==> src/rtl/ram_be_init.sv <==
`default_nettype none
// ============================================================================
//  Module   : ram_be_init
//  Brief    : On-chip RAM with per-lane write enables, 1- or 2-cycle read
//             latency, write-first collision forwarding and a hardware
//             zero-init sweep after reset and on request.
//  Revision : 1.0 - initial release
// ============================================================================
module ram_be_init #(
    parameter int WORD_WIDTH  = 8,
    parameter int INDEX_WIDTH = 4,
    parameter int LANE_WIDTH  = 4,
    parameter int RD_LAT      = 1
) (
    input  logic                               clk_i,
    input  logic                               arstn_i,
    input  logic                               wr_i,
    output logic                               ack_wr_o,
    input  logic [WORD_WIDTH-1:0]              wr_data_i,
    input  logic [WORD_WIDTH/LANE_WIDTH-1:0]   wr_be_i,
    input  logic [INDEX_WIDTH-1:0]             wr_index_i,
    input  logic                               rd_i,
    output logic                               ack_rd_o,
    output logic [WORD_WIDTH-1:0]              rd_data_o,
    input  logic [INDEX_WIDTH-1:0]             rd_index_i,
    input  logic                               clr_i,
    output logic                               init_busy_o
);

    localparam int DEPTH     = 2**INDEX_WIDTH;
    localparam int NUM_LANES = WORD_WIDTH / LANE_WIDTH;

    localparam logic [1:0] S_INIT  = 2'd0;
    localparam logic [1:0] S_RUN   = 2'd1;
    localparam logic [1:0] S_DRAIN = 2'd2;

    localparam logic [INDEX_WIDTH-1:0] LAST_INDEX = {INDEX_WIDTH{1'b1}};

    logic [1:0]             state;
    logic [1:0]             state_nxt;
    logic [INDEX_WIDTH-1:0] sweep_cnt;
    logic                   in_run;
    logic                   sweep_en;

    logic [WORD_WIDTH-1:0]  mem [DEPTH];
    logic [WORD_WIDTH-1:0]  lane_mask;
    logic [WORD_WIDTH-1:0]  wr_merged;
    logic [WORD_WIDTH-1:0]  rd_word;

    logic                   wr_acc;
    logic                   rd_acc;
    logic                   rd_inflight;

    // ------------------------------------------------------------------
    // Lane enable expansion: one enable bit covers LANE_WIDTH data bits
    // ------------------------------------------------------------------
    for (genvar k = 0; k < NUM_LANES; k++) begin : g_lane
        assign lane_mask[k*LANE_WIDTH +: LANE_WIDTH] = {LANE_WIDTH{wr_be_i[k]}};
    end

    // Merged word as it will be after the write; also the write-first
    // forwarding value when the read targets the same index this cycle.
    assign wr_merged = (mem[wr_index_i] & ~lane_mask) | (wr_data_i & lane_mask);
    assign rd_word   = (wr_acc && (wr_index_i == rd_index_i)) ? wr_merged : mem[rd_index_i];

    // clr_i takes priority: nothing is accepted in the cycle it is seen.
    // The ack cycles themselves never accept, giving at most one transfer
    // per two cycles on a held request.
    assign wr_acc = in_run && wr_i && !ack_wr_o && !clr_i;
    assign rd_acc = in_run && rd_i && !rd_inflight && !ack_rd_o && !clr_i;

    // ------------------------------------------------------------------
    // FSM
    // ------------------------------------------------------------------
    // State register and sweep counter; counter is parked at 0 outside INIT
    always_ff @(posedge clk_i or negedge arstn_i) begin
        if (!arstn_i) begin
            state     <= S_INIT;
            sweep_cnt <= '0;
        end else begin
            state     <= state_nxt;
            sweep_cnt <= sweep_en ? sweep_cnt + 1'b1 : '0;
        end
    end

    // Next-state: INIT runs one full pass, DRAIN waits out an in-flight read
    always_comb begin
        state_nxt = state;
        case (state)
            S_INIT: begin
                if (sweep_cnt == LAST_INDEX) begin
                    state_nxt = S_RUN;
                end
            end
            S_RUN: begin
                if (clr_i) begin
                    state_nxt = rd_inflight ? S_DRAIN : S_INIT;
                end
            end
            S_DRAIN: begin
                if (ack_rd_o) begin
                    state_nxt = S_INIT;
                end
            end
            default: state_nxt = S_INIT;
        endcase
    end

    // State-decoded outputs and enables
    always_comb begin
        init_busy_o = (state == S_INIT);
        sweep_en    = (state == S_INIT);
        in_run      = (state == S_RUN);
    end

    // ------------------------------------------------------------------
    // Storage array (contents are not reset; the sweep zeroes them)
    // ------------------------------------------------------------------
    // Sweep writes zero one index per cycle; otherwise accepted lane writes
    always_ff @(posedge clk_i) begin
        if (sweep_en) begin
            mem[sweep_cnt] <= '0;
        end else if (wr_acc) begin
            mem[wr_index_i] <= wr_merged;
        end
    end

    // Write acknowledge, one cycle after acceptance
    always_ff @(posedge clk_i or negedge arstn_i) begin
        if (!arstn_i) begin
            ack_wr_o <= 1'b0;
        end else begin
            ack_wr_o <= wr_acc;
        end
    end

    // ------------------------------------------------------------------
    // Read return path; any RD_LAT other than 2 builds the 1-cycle path
    // ------------------------------------------------------------------
    if (RD_LAT == 2) begin : g_lat2
        logic                  pipe_valid;
        logic [WORD_WIDTH-1:0] pipe_data;

        // Capture data at acceptance, present it one cycle later
        always_ff @(posedge clk_i or negedge arstn_i) begin
            if (!arstn_i) begin
                pipe_valid <= 1'b0;
                pipe_data  <= '0;
                ack_rd_o   <= 1'b0;
                rd_data_o  <= '0;
            end else begin
                pipe_valid <= rd_acc;
                if (rd_acc) begin
                    pipe_data <= rd_word;
                end
                ack_rd_o <= pipe_valid;
                if (pipe_valid) begin
                    rd_data_o <= pipe_data;
                end
            end
        end

        assign rd_inflight = pipe_valid;
    end else begin : g_lat1
        // Return data directly on the edge after acceptance
        always_ff @(posedge clk_i or negedge arstn_i) begin
            if (!arstn_i) begin
                ack_rd_o  <= 1'b0;
                rd_data_o <= '0;
            end else begin
                ack_rd_o <= rd_acc;
                if (rd_acc) begin
                    rd_data_o <= rd_word;
                end
            end
        end

        assign rd_inflight = 1'b0;
    end

endmodule
`default_nettype wire
==> config.mk <==
export PLATFORM = sky130hd
export DESIGN_NAME = ram_be_init
export DESIGN_NICKNAME = d
export VERILOG_FILES = /design/src/rtl/ram_be_init.sv
export SDC_FILE = /design/constraint.sdc
export NUM_CORES = 1
export LEC_CHECK = 0
export CORE_MARGIN = 3
export CORE_UTILIZATION = 35
export DETAILED_ROUTE_END_ITERATION = 6
export GPL_ROUTABILITY_DRIVEN = 0
export SYNTH_ARGS = -nofsm -noshare
export SYNTH_HDL_FRONTEND = slang
export SYNTH_SLANG_ARGS = --single-unit
==> constraint.sdc <==
create_clock -name clk_i -period 2.3 [get_ports clk_i]
set_clock_uncertainty 0.05 [all_clocks]
set_input_delay 0.575 -clock clk_i [delete_from_list [all_inputs] [get_ports clk_i]]
set_output_delay 0.575 -clock clk_i [all_outputs]
set_load 0.01 [all_outputs]
### After elaboration in Yosys (flattened, before gate mapping)

Memory sizes are Yosys's and may differ from the RTL's. A register that Yosys moved wholly into a read port is not among the register bits.
Cells that the tools add are included.

* output and inout bits: 11
* memory bits (writable): 128
* register bits: 8
* input bits: 23
* memories: 1
* word-level logic and storage cells: 42

* bitwise logic cells: 4
* add/subtract/negate cells: 1
* muxes and demuxes: 13
* equal/unequal tests: 6
* reductions and logical operators: 13

Memory list
* mem: words 16, width 8, read ports 2, clocked after memory_dff 1, wr ports 1, RTL line 45 `logic [WORD_WIDTH-1:0] mem [DEPTH];`

Operators by type and width (count)
* $and A8 B8 Y8: 2
* $mux W4: 2
* $mux W8: 1
* $not A8 Y8: 1
* $or A8 B8 Y8: 1
* $reduce_or A8 Y1: 1
* $logic_and A1 B1 Y1: 6
* $mux W1: 6
* $mux W2: 3
* $pmux W2 S3: 1
* $add A4 B1 Y4 const B: 1
* $eq A4 B4 Y1 const B: 1
* $logic_not A1 Y1: 4
* $ne A2 B2 Y1 const B: 2
* $reduce_and A3 Y1: 1
* $eq A2 B1 Y1 const B: 1
* $eq A2 B2 Y1 const B: 1
* $logic_not A2 Y1: 1
* $ne A2 B1 Y1 const B: 1

### Depth between registers and ports, before layout

* word-level depth: 9
* depth in mapped cells: 8
* depth with buffers taken out: 6

### Least setup slack after synthesis

No wires, ideal clock.

* kind: in2reg
* from: in wr_index_i[2]
* to: mem mem[0][0] (data pin)
* cell stages on the path: 8
* setup time: 0.277 ns
* setup slack: -0.106 ns
* required time: 1.973 ns
* path buffers: 3
* arrival: 2.079 ns
* cells stage by stage: buf_4 -> buf_4 -> buf_4 -> mux4_2 -> o22ai_1 -> a311oi_1 -> a21oi_1 -> nor2_1

* longest elaborated chain between the ends: 4

RTL lines
* start, declared: RTL line 21 `input logic [INDEX_WIDTH-1:0] wr_index_i,`
* $mem_v2 Z16 W8
* $and A8 B8 Y8: RTL line 63 `assign wr_merged = (mem[wr_index_i] & ~lane_mask) | (wr_data_i & lane_mask);`
* $or A8 B8 Y8: RTL line 63
* $mux W8 (no source line)
* end, declared: RTL line 45

No other way between the ends.

### Worst setup path after layout

* from: in wr_index_i[3]
* to: mem mem[3][2] (data pin)

Same word-level chain as after synthesis.

==> metrics.cfg <==
[run_status]
outcome=finished clean

[floorplanning]
initial_core_util_pct=36.34
io_pins=34
die_y_microns=146.5
die_w_microns=146.5
core-area_sq_um=19020
fp.dieArea_sq_um=21470
rows=50

[synthesis]
synthCells=435
syn-cell-area_sq_um=6910
ys.flop_type=edfxtp_1
synth.top_cell.area_share_pct=55.62
yosysSeqAreaShare_pct=61.05
synth_edf_count=128
synth_nets=459
ys_top_cells_by_area=edfxtp_1, mux4_2, mux2i_1, dfrtp_1, nor2_1
synth_area_per_cell_sq_um=15.89
ys_ff_latch=143
yosys_warnings=0
synth_cell_types=43
yosys.area.top_type=edfxtp_1
synthArstFlopShare_pct=10.49

[global_route]
use_met3_pct=5.121
grt_max_degree=26
antenna_found_initial=0
grt_pass1_vias=4767
grt.overflow.total=0
use_met2_pct=29.52
grt_util_met1_pct=26.91
grtUsageTotal_pct=19.46
busiest_layer=met2
grt_pass1_wl_mm=30.39

[clocking]
clkLatencyLatePin_ns=0.42
clockBufferDepth=2
cts.clk_slew.worst_paths_ns=0.06
htree_levels=4
cts_sinks=143
cts_tree=yes
root_buffer=clkbuf_16
cts_buffers=17
cts-hold-fix-buffers=0

[sta]
period_share_pct=97.78
slew_headroom_pct=72.73
layout_min_cycle_time_ns=2.249
hold_violations=0
final_max_slew_viol_count=0
fmax_ghz=0.4447
tightest_slew_ns=0.4091
setup_viol=0

[finish]
syn2layout_area_growth_pct=30.78
diodes=0
nNetsFinal=581
instances_no_fill=830
fin_area_sq_um=9037
final.fill_count=1669
drive_gt1_share_pct=36.32

[placed_design]
placed_area_sq_um=8285
dp.cells=795
detailed_place_hpwl_mm=14.78
portBuffers=33

[pwr]
ir_drop_v=0.0006247
powerDensity_nw_per_um2=978.8
p_leak_nw=3.274

[setup_path]
path_delay_family=buffers and inverters
endpoint_kind=flop
crit_arrival_ns=2.36
worst-endpoint-required_ns=2.42
crit_path_max_incr_delay_ns=0.48
critPathLaunchType=input port
path_max_fanout=16
cp_num_buf_inv=4
crit_type=in -> reg
cp_cell_sequence=clkdlybuf4s50_1, buf_6, buf_4, mux4_2, nand2_1, a311oi_1, a21oi_1, nor2_4, buf_12
worst_path_max_delay_cell=clkdlybuf4s50_1

[routing]
drc=0
wl_per_cell_microns=24.44
ant_nets=0
drt-total-wl_mm=20.29
viasPerCell=5.605
vias=4652
first_iter_violations=579
drtPass1Iterations=5

[flow_run]
cap_violations=0

[min_path]
hold_path.class=in -> async

[Yosys cell counts (3+ instances only)]
library cell and count:
edfxtp_1 128, mux2i_1 48, mux4_2 48, nor2_1 38, o21ai_0 19, nand2_1 16, dfrtp_1 15, clkbuf_1 11
a21oi_1 10, buf_2 9, o22ai_1 9, a311oi_1 8, buf_4 8, o22a_1 8, o32ai_1 8, nor3_1 6
a31oi_1 5, inv_1 5, xor2_1 4, buf_1 3, nand3_1 3, xnor2_1 3
[final cells by class]
cell class	count	area (sq um)	share of cell area [%]
sequential	143	4220	46.70
multi-input combinational	252	2574	28.48
timing repair buffer	136	1270	14.05
clock buffer	19	432.9	4.790
tap	260	325.3	3.600
clock inverter	13	187.7	2.077
inverter	7	27.53	0.3046
[sequential cells by signal, indices dropped and copies added, names as in the netlist]
signal	flops
ack_rd_o	1
ack_wr_o	1
mem	128
rd_data_o	8
state	1
sweep_cnt	4
[power breakdown]
group | internal (mW) | total, mW | switching, mW
clock network | 1.82 | 2.89 | 1.07
registers | 3.41 | 3.74 | 0.329
logic | 1.06 | 2.21 | 1.15
total | 6.29 | 8.85 | 2.55
[cells by family (layout without fill, tap and decap cells)]
| family | count (synthesis) | in the layout | synth area share [%] |
|---|---|---|---|
| mux | 96 | 96 | 22.60 |
| flops | 143 | 143 | 61.05 |
| simple gates | 76 | 76 | 5.269 |
| buf+inv | 40 | 175 | 2.915 |
| fa+ha+maj | 1 | 1 | 0.1810 |
| compound gates | 72 | 72 | 7.098 |
| xor+xnor | 7 | 7 | 0.8872 |
[final timing paths]
check                           slack, ns                  endpoint                  from  depth (start not counted)
worst max-delay path                 0.05       mem[3][2]$_DFFE_PP_         wr_index_i[3]                          9
worst min-delay path                 0.44  rd_data_o[1]$_DFFE_PN0P_               arstn_i                          2
worst max register to register       0.21      mem[11][4]$_DFFE_PP_  state[0]$_DFFE_PN0P_                          8
worst min register to register       0.45    sweep_cnt[2]$_DFF_PN0_  state[0]$_DFFE_PN0P_                          1
max in group asynchronous            1.53      state[0]$_DFFE_PN0P_               arstn_i                          2
min in group clk_i                   0.45    sweep_cnt[2]$_DFF_PN0_  state[0]$_DFFE_PN0P_                          1
[repair_timing]
item	in CTS	in global routing
endpoints found under the setup margin	80	166
pin swaps	0	6
gates resized for setup	5	13
buffers inserted	0	3
[metrics by stage]
step                setup slack [ns]  utilization, %  hold slack [ns]  total power, mW  TNS, ns
floorplan                    0.01664               -           0.2294            4.762        0
global placement             -0.4700           43.57           0.4880            5.882   -86.78
detailed placement           -0.4986           43.57           0.4745            5.926   -92.89
CTS                        0.0002547           46.96           0.4394            8.824        0
global route               -0.007800           47.52           0.4519            9.210  -0.1051
finish                       0.05117           47.52           0.4443            8.846        0
[cells in the final DEF, fill, tap and decap left out, drive strengths merged, types with 4 or more instances in the layout]
cell type,netlist,routed
a21oi,11,11
nor3,6,6
edfxtp,128,128
dfrtp,15,15
o21ai,19,19
buf,21,106
mux4,48,48
clkbuf,12,19
nor2,38,38
o22a,8,8
clkinv,2,7
o22ai,9,9
mux2i,48,48
nand2,16,16
o32ai,8,8
inv,5,7
clkdlybuf4s50,0,29
a311oi,8,8
xor2,4,4
a31oi,5,5
bufinv,0,4
[routing by layer]
metal  vias up  part of all wire (%)
met2       262                    46
met4         0                   3.0
met5         -                     0
met1      2353                    41
met3        40                    10
li1       1997                     -
Note: power is estimated with default switching activity, not from simulation.
==> variant 1: new RTL, same flow settings <==
Change the parameter `INDEX_WIDTH` from 4 to 3.
--- a/src/rtl/ram_be_init.sv
+++ b/src/rtl/ram_be_init.sv
@@ -10,3 +10,3 @@
     parameter int WORD_WIDTH  = 8,
-    parameter int INDEX_WIDTH = 4,
+    parameter int INDEX_WIDTH = 3,
     parameter int LANE_WIDTH  = 4,
Interface: changed (resized rd_index_i and wr_index_i); port bits go from 34 to 32. No check against the original RTL was run, so the function may have changed too.
==> variant 1 against the unedited design <==
  * The flow now finishes with violations (design-rule violations)
  * Cell count decreased by 41%
  * Power shrank 38%
  * Area after synthesis is 42% lower
  * Worst setup slack improved by 44 ps
  * Cell area down 43%
  * Routed wire length shrank 49%
  * Sequential share of layout area fell by 2.9 points
  * Sequential cell count fell by 65
==> variant 1: results <==
set metrics [dict create \
    post-cts-setup-buffers 2 \
    min_to "rd_data_o[0]$_DFFE_PN0P_" \
    firstDrtPassIters 7 \
    max_slew_margin 0.572 \
    clk_latency_ps 340 \
    worstReg2RegEnd "mem[0][5]$_DFFE_PP_" \
    syn_inst 266 \
    synthesis.nets 289 \
    n_fill_cell 974 \
    p_clk_mw 1.25 \
    place_hpwl_um 6980 \
    rrSetupSlack_ps 340 \
    layout_setup_ws_ps 95.0 \
    numCtsBuffers 9 \
    fin_hold_ws_ps 439 \
    grt_max_degree 18 \
    yosysSeqAreaShare 0.570 \
    wirelength_um 10400 \
    status "finished, violations left" \
    worst-path-max-fanout 8 \
    layout-drive-gt1-share 0.411 \
    numPortBuffers 31 \
    synth.top_cells.by_count "edfxtp_1 (64), mux2_2 (37), nand2_1 (19)" \
    synth_fa_ha_area_frac 0.00628 \
    synth_enable_flop_cells 64 \
    initialDrtViolationCount 241 \
    grt_usage 0.170 \
    leakagePower_nw 1.91 \
    synthXorXnorAreaFrac 0.0113 \
    ir_worst_vdd_mv 0.455 \
    post_dp_cell_area_um2 4860 \
    fin_cells 493 \
    synth_compound_area_frac 0.0982 \
    vias_per_cell 5.48 \
    yosys.cell_types.count 36 \
    p_int_mw 3.75 \
    setup.worst_path.start "wr_index_i[1]" \
    nets 371 \
    dp_cells 472 \
    r2r_cells 7 \
    cts-resized-gates 4 \
    synthArstFlopShare 0.179 \
    yosys-top-cells-area "edfxtp_1 (48%), mux2_2 (10%), mux4_2 (9.0%)" \
    h-tree-depth 3 \
    synthMuxAreaShare 0.209 \
    place_ws_ps -405 \
    p_comb_frac 0.358 \
    critical_path.endpoint "mem[0][3]$_DFFE_PP_" \
    grt_pass1_vias 2816 \
    violations "design-rule violations" \
    min_path_type "reg2reg" \
    p_per_area_nw_per_um2 1060 \
    cp.arrival_ps 2240 \
    drc 1 \
    top_regs "mem: 64 flops, rd_data_o: 8 flops, sweep_cnt: 3 flops" \
    grt_pass1_wl_um 16200 \
]
==> variant 1: cell types whose count changed after synthesis, sizes merged, moves of 9 or more <==
| cell | delta |
|---|---|
| edfxtp | -64 |
| mux2i | -47 |
| mux2 | +40 |
| mux4 | -32 |
| o22ai | -9 |
| nor2 | -28 |
| o21ai | -16 |
==> variant 1: cell type report <==
type                            instances  area (um^2)  area share
Sequential cell                        78         2270       0.438
Multi-Input combinational cell        157         1590       0.307
Tap cell                              140          175      0.0338
Clock inverter                          3         15.0     0.00289
Clock buffer                           13          240      0.0463
Inverter                               12         46.3     0.00892
Timing Repair Buffer                   90          848       0.163
==> variant 1: worst max-delay path, stage by stage <==
cell and delay [ps]:
clkdlybuf4s50_1 490, buf_4 140, nor2b_2 40, buf_6 140, buf_4 140, a222oi_1 380
a221oi_2 140, buf_4 180
==> variant 1: layer usage <==
metal	track usage	part of all wire	vias up
met4	0.0729	0.030	0
met1	0.215	0.42	1349
met5	0	0	-
met3	0.0385	0.065	19
met2	0.281	0.49	110
li1	-	-	1223
==> variant 2: new RTL, same settings <==
Without the edit above. Reset style: synchronous (`arstn_i`), changed in 4 clocked blocks.
--- a/src/rtl/ram_be_init.sv
+++ b/src/rtl/ram_be_init.sv
@@ -75,3 +75,3 @@
     // State register and sweep counter; counter is parked at 0 outside INIT
-    always_ff @(posedge clk_i or negedge arstn_i) begin
+    always_ff @(posedge clk_i) begin
         if (!arstn_i) begin
@@ -128,3 +128,3 @@
     // Write acknowledge, one cycle after acceptance
-    always_ff @(posedge clk_i or negedge arstn_i) begin
+    always_ff @(posedge clk_i) begin
         if (!arstn_i) begin
@@ -144,3 +144,3 @@
         // Capture data at acceptance, present it one cycle later
-        always_ff @(posedge clk_i or negedge arstn_i) begin
+        always_ff @(posedge clk_i) begin
             if (!arstn_i) begin
@@ -165,3 +165,3 @@
         // Return data directly on the edge after acceptance
-        always_ff @(posedge clk_i or negedge arstn_i) begin
+        always_ff @(posedge clk_i) begin
             if (!arstn_i) begin
Formal check against the unedited RTL: no difference found for any inputs over 10 cycles, from zero or initial values and one cycle with arstn_i low; that may be too few to reach the edited logic, so the function may still have changed.
==> variant 2 against the unedited design <==
  * Register-to-register slack lost 20 ps
  * Worst setup slack better by 12 ps
  * Area after synthesis rose by 0.98%
  * Routed wire length decreased by 0.40%
  * Critical endpoint is now mem[4][1]$_DFFE_PP_
  * Cell area up 1.3%
  * Sequential cell count stayed put
Power is not compared: it rests on default switching activity, and its combinational part moved more than twofold at a synthesized area within 25%.
==> variant 2: results <==
set metrics [dict create \
    status "finished clean" \
    synthArstFlopShare 0 \
    yosys-top-cells-area "edfxtp_1 (55%), mux4_2 (14%), mux4_1 (5.6%)" \
    vias_per_cell 5.61 \
    rrSetupSlack_ps 190 \
    synth.top_cells.by_count "edfxtp_1 (128), mux4_2 (42), nor2_1 (28)" \
    synth_fa_ha_area_frac 0.00179 \
    post_dp_cell_area_um2 8420 \
    grt_use_met2 0.313 \
    place_ws_ps -587 \
    worst-path-max-fanout 7 \
    top_regs "mem: 128 flops, rd_data_o: 8 flops, sweep_cnt: 4 flops" \
    fin_crit_sh 0.972 \
    dp_cells 769 \
    nets 550 \
    min_path_type "reg2reg" \
    post-cts-setup-buffers 1 \
    synthXorXnorAreaFrac 0.00628 \
    place_hpwl_um 14300 \
    cts-resized-gates 9 \
    drt-met1-wl_um 8440 \
    grt_pass1_vias 4706 \
    wirelength_um 20200 \
    met3RoutedLength_um 1400 \
    grt_max_degree 20 \
    synth_compound_area_frac 0.0637 \
    power_leader "the clock network" \
    avgSynthCellArea_um2 17.5 \
    cp.arrival_ps 2310 \
    n_fill_cell 1691 \
    grtUsageMet1 0.252 \
    post_drt_wl_per_cell_um 25.1 \
    top_register "mem" \
    synthesis.nets 422 \
    yosys.cell_types.count 48 \
    p_clk_mw 3.00 \
    firstDrtPassIters 5 \
    grt_usage 0.192 \
    initialDrtViolationCount 406 \
    max_slew_margin 0.614 \
    layout-drive-gt1-share 0.404 \
    wl_met2_um 9980 \
    clk_pin_slew_ps 60 \
    use_met3 0.0457 \
    synthMuxAreaShare 0.250 \
    grt_pass1_wl_um 30200 \
    top_layer "met4" \
]
[variant 2: layout make-up]
cell class,instances,area (um^2),area share
clock buffers,21,460,0.0503
clock inverters,11,186,0.0204
repair buffers,137,1250,0.136
inverters,5,18.8,0.00205
flip-flops and latches,143,4140,0.453
multi-input cells,222,2760,0.302
well taps,265,332,0.0362
[variant 2: worst paths after layout]
| path | depth (start not counted) | start | to |
|---|---|---|---|
| worst max-delay path | 8 | wr_index_i[1] | mem[4][1]$_DFFE_PP_ |
| worst min-delay path | 1 | rd_data_o[1]$_SDFFE_PN0P_ | rd_data_o[1]$_SDFFE_PN0P_ |
| worst max register to register | 4 | mem[8][5]$_DFFE_PP_ | rd_data_o[5]$_SDFFE_PN0P_ |
| worst min register to register | 1 | rd_data_o[1]$_SDFFE_PN0P_ | rd_data_o[1]$_SDFFE_PN0P_ |
[variant 2: worst max-delay path, stage by stage]
cell and delay (ps):
clkdlybuf4s50_1 440, buf_4 180, or2_2 310, buf_4 140
nor2_1 90, a31oi_1 100, nor2_1 210, buf_4 250
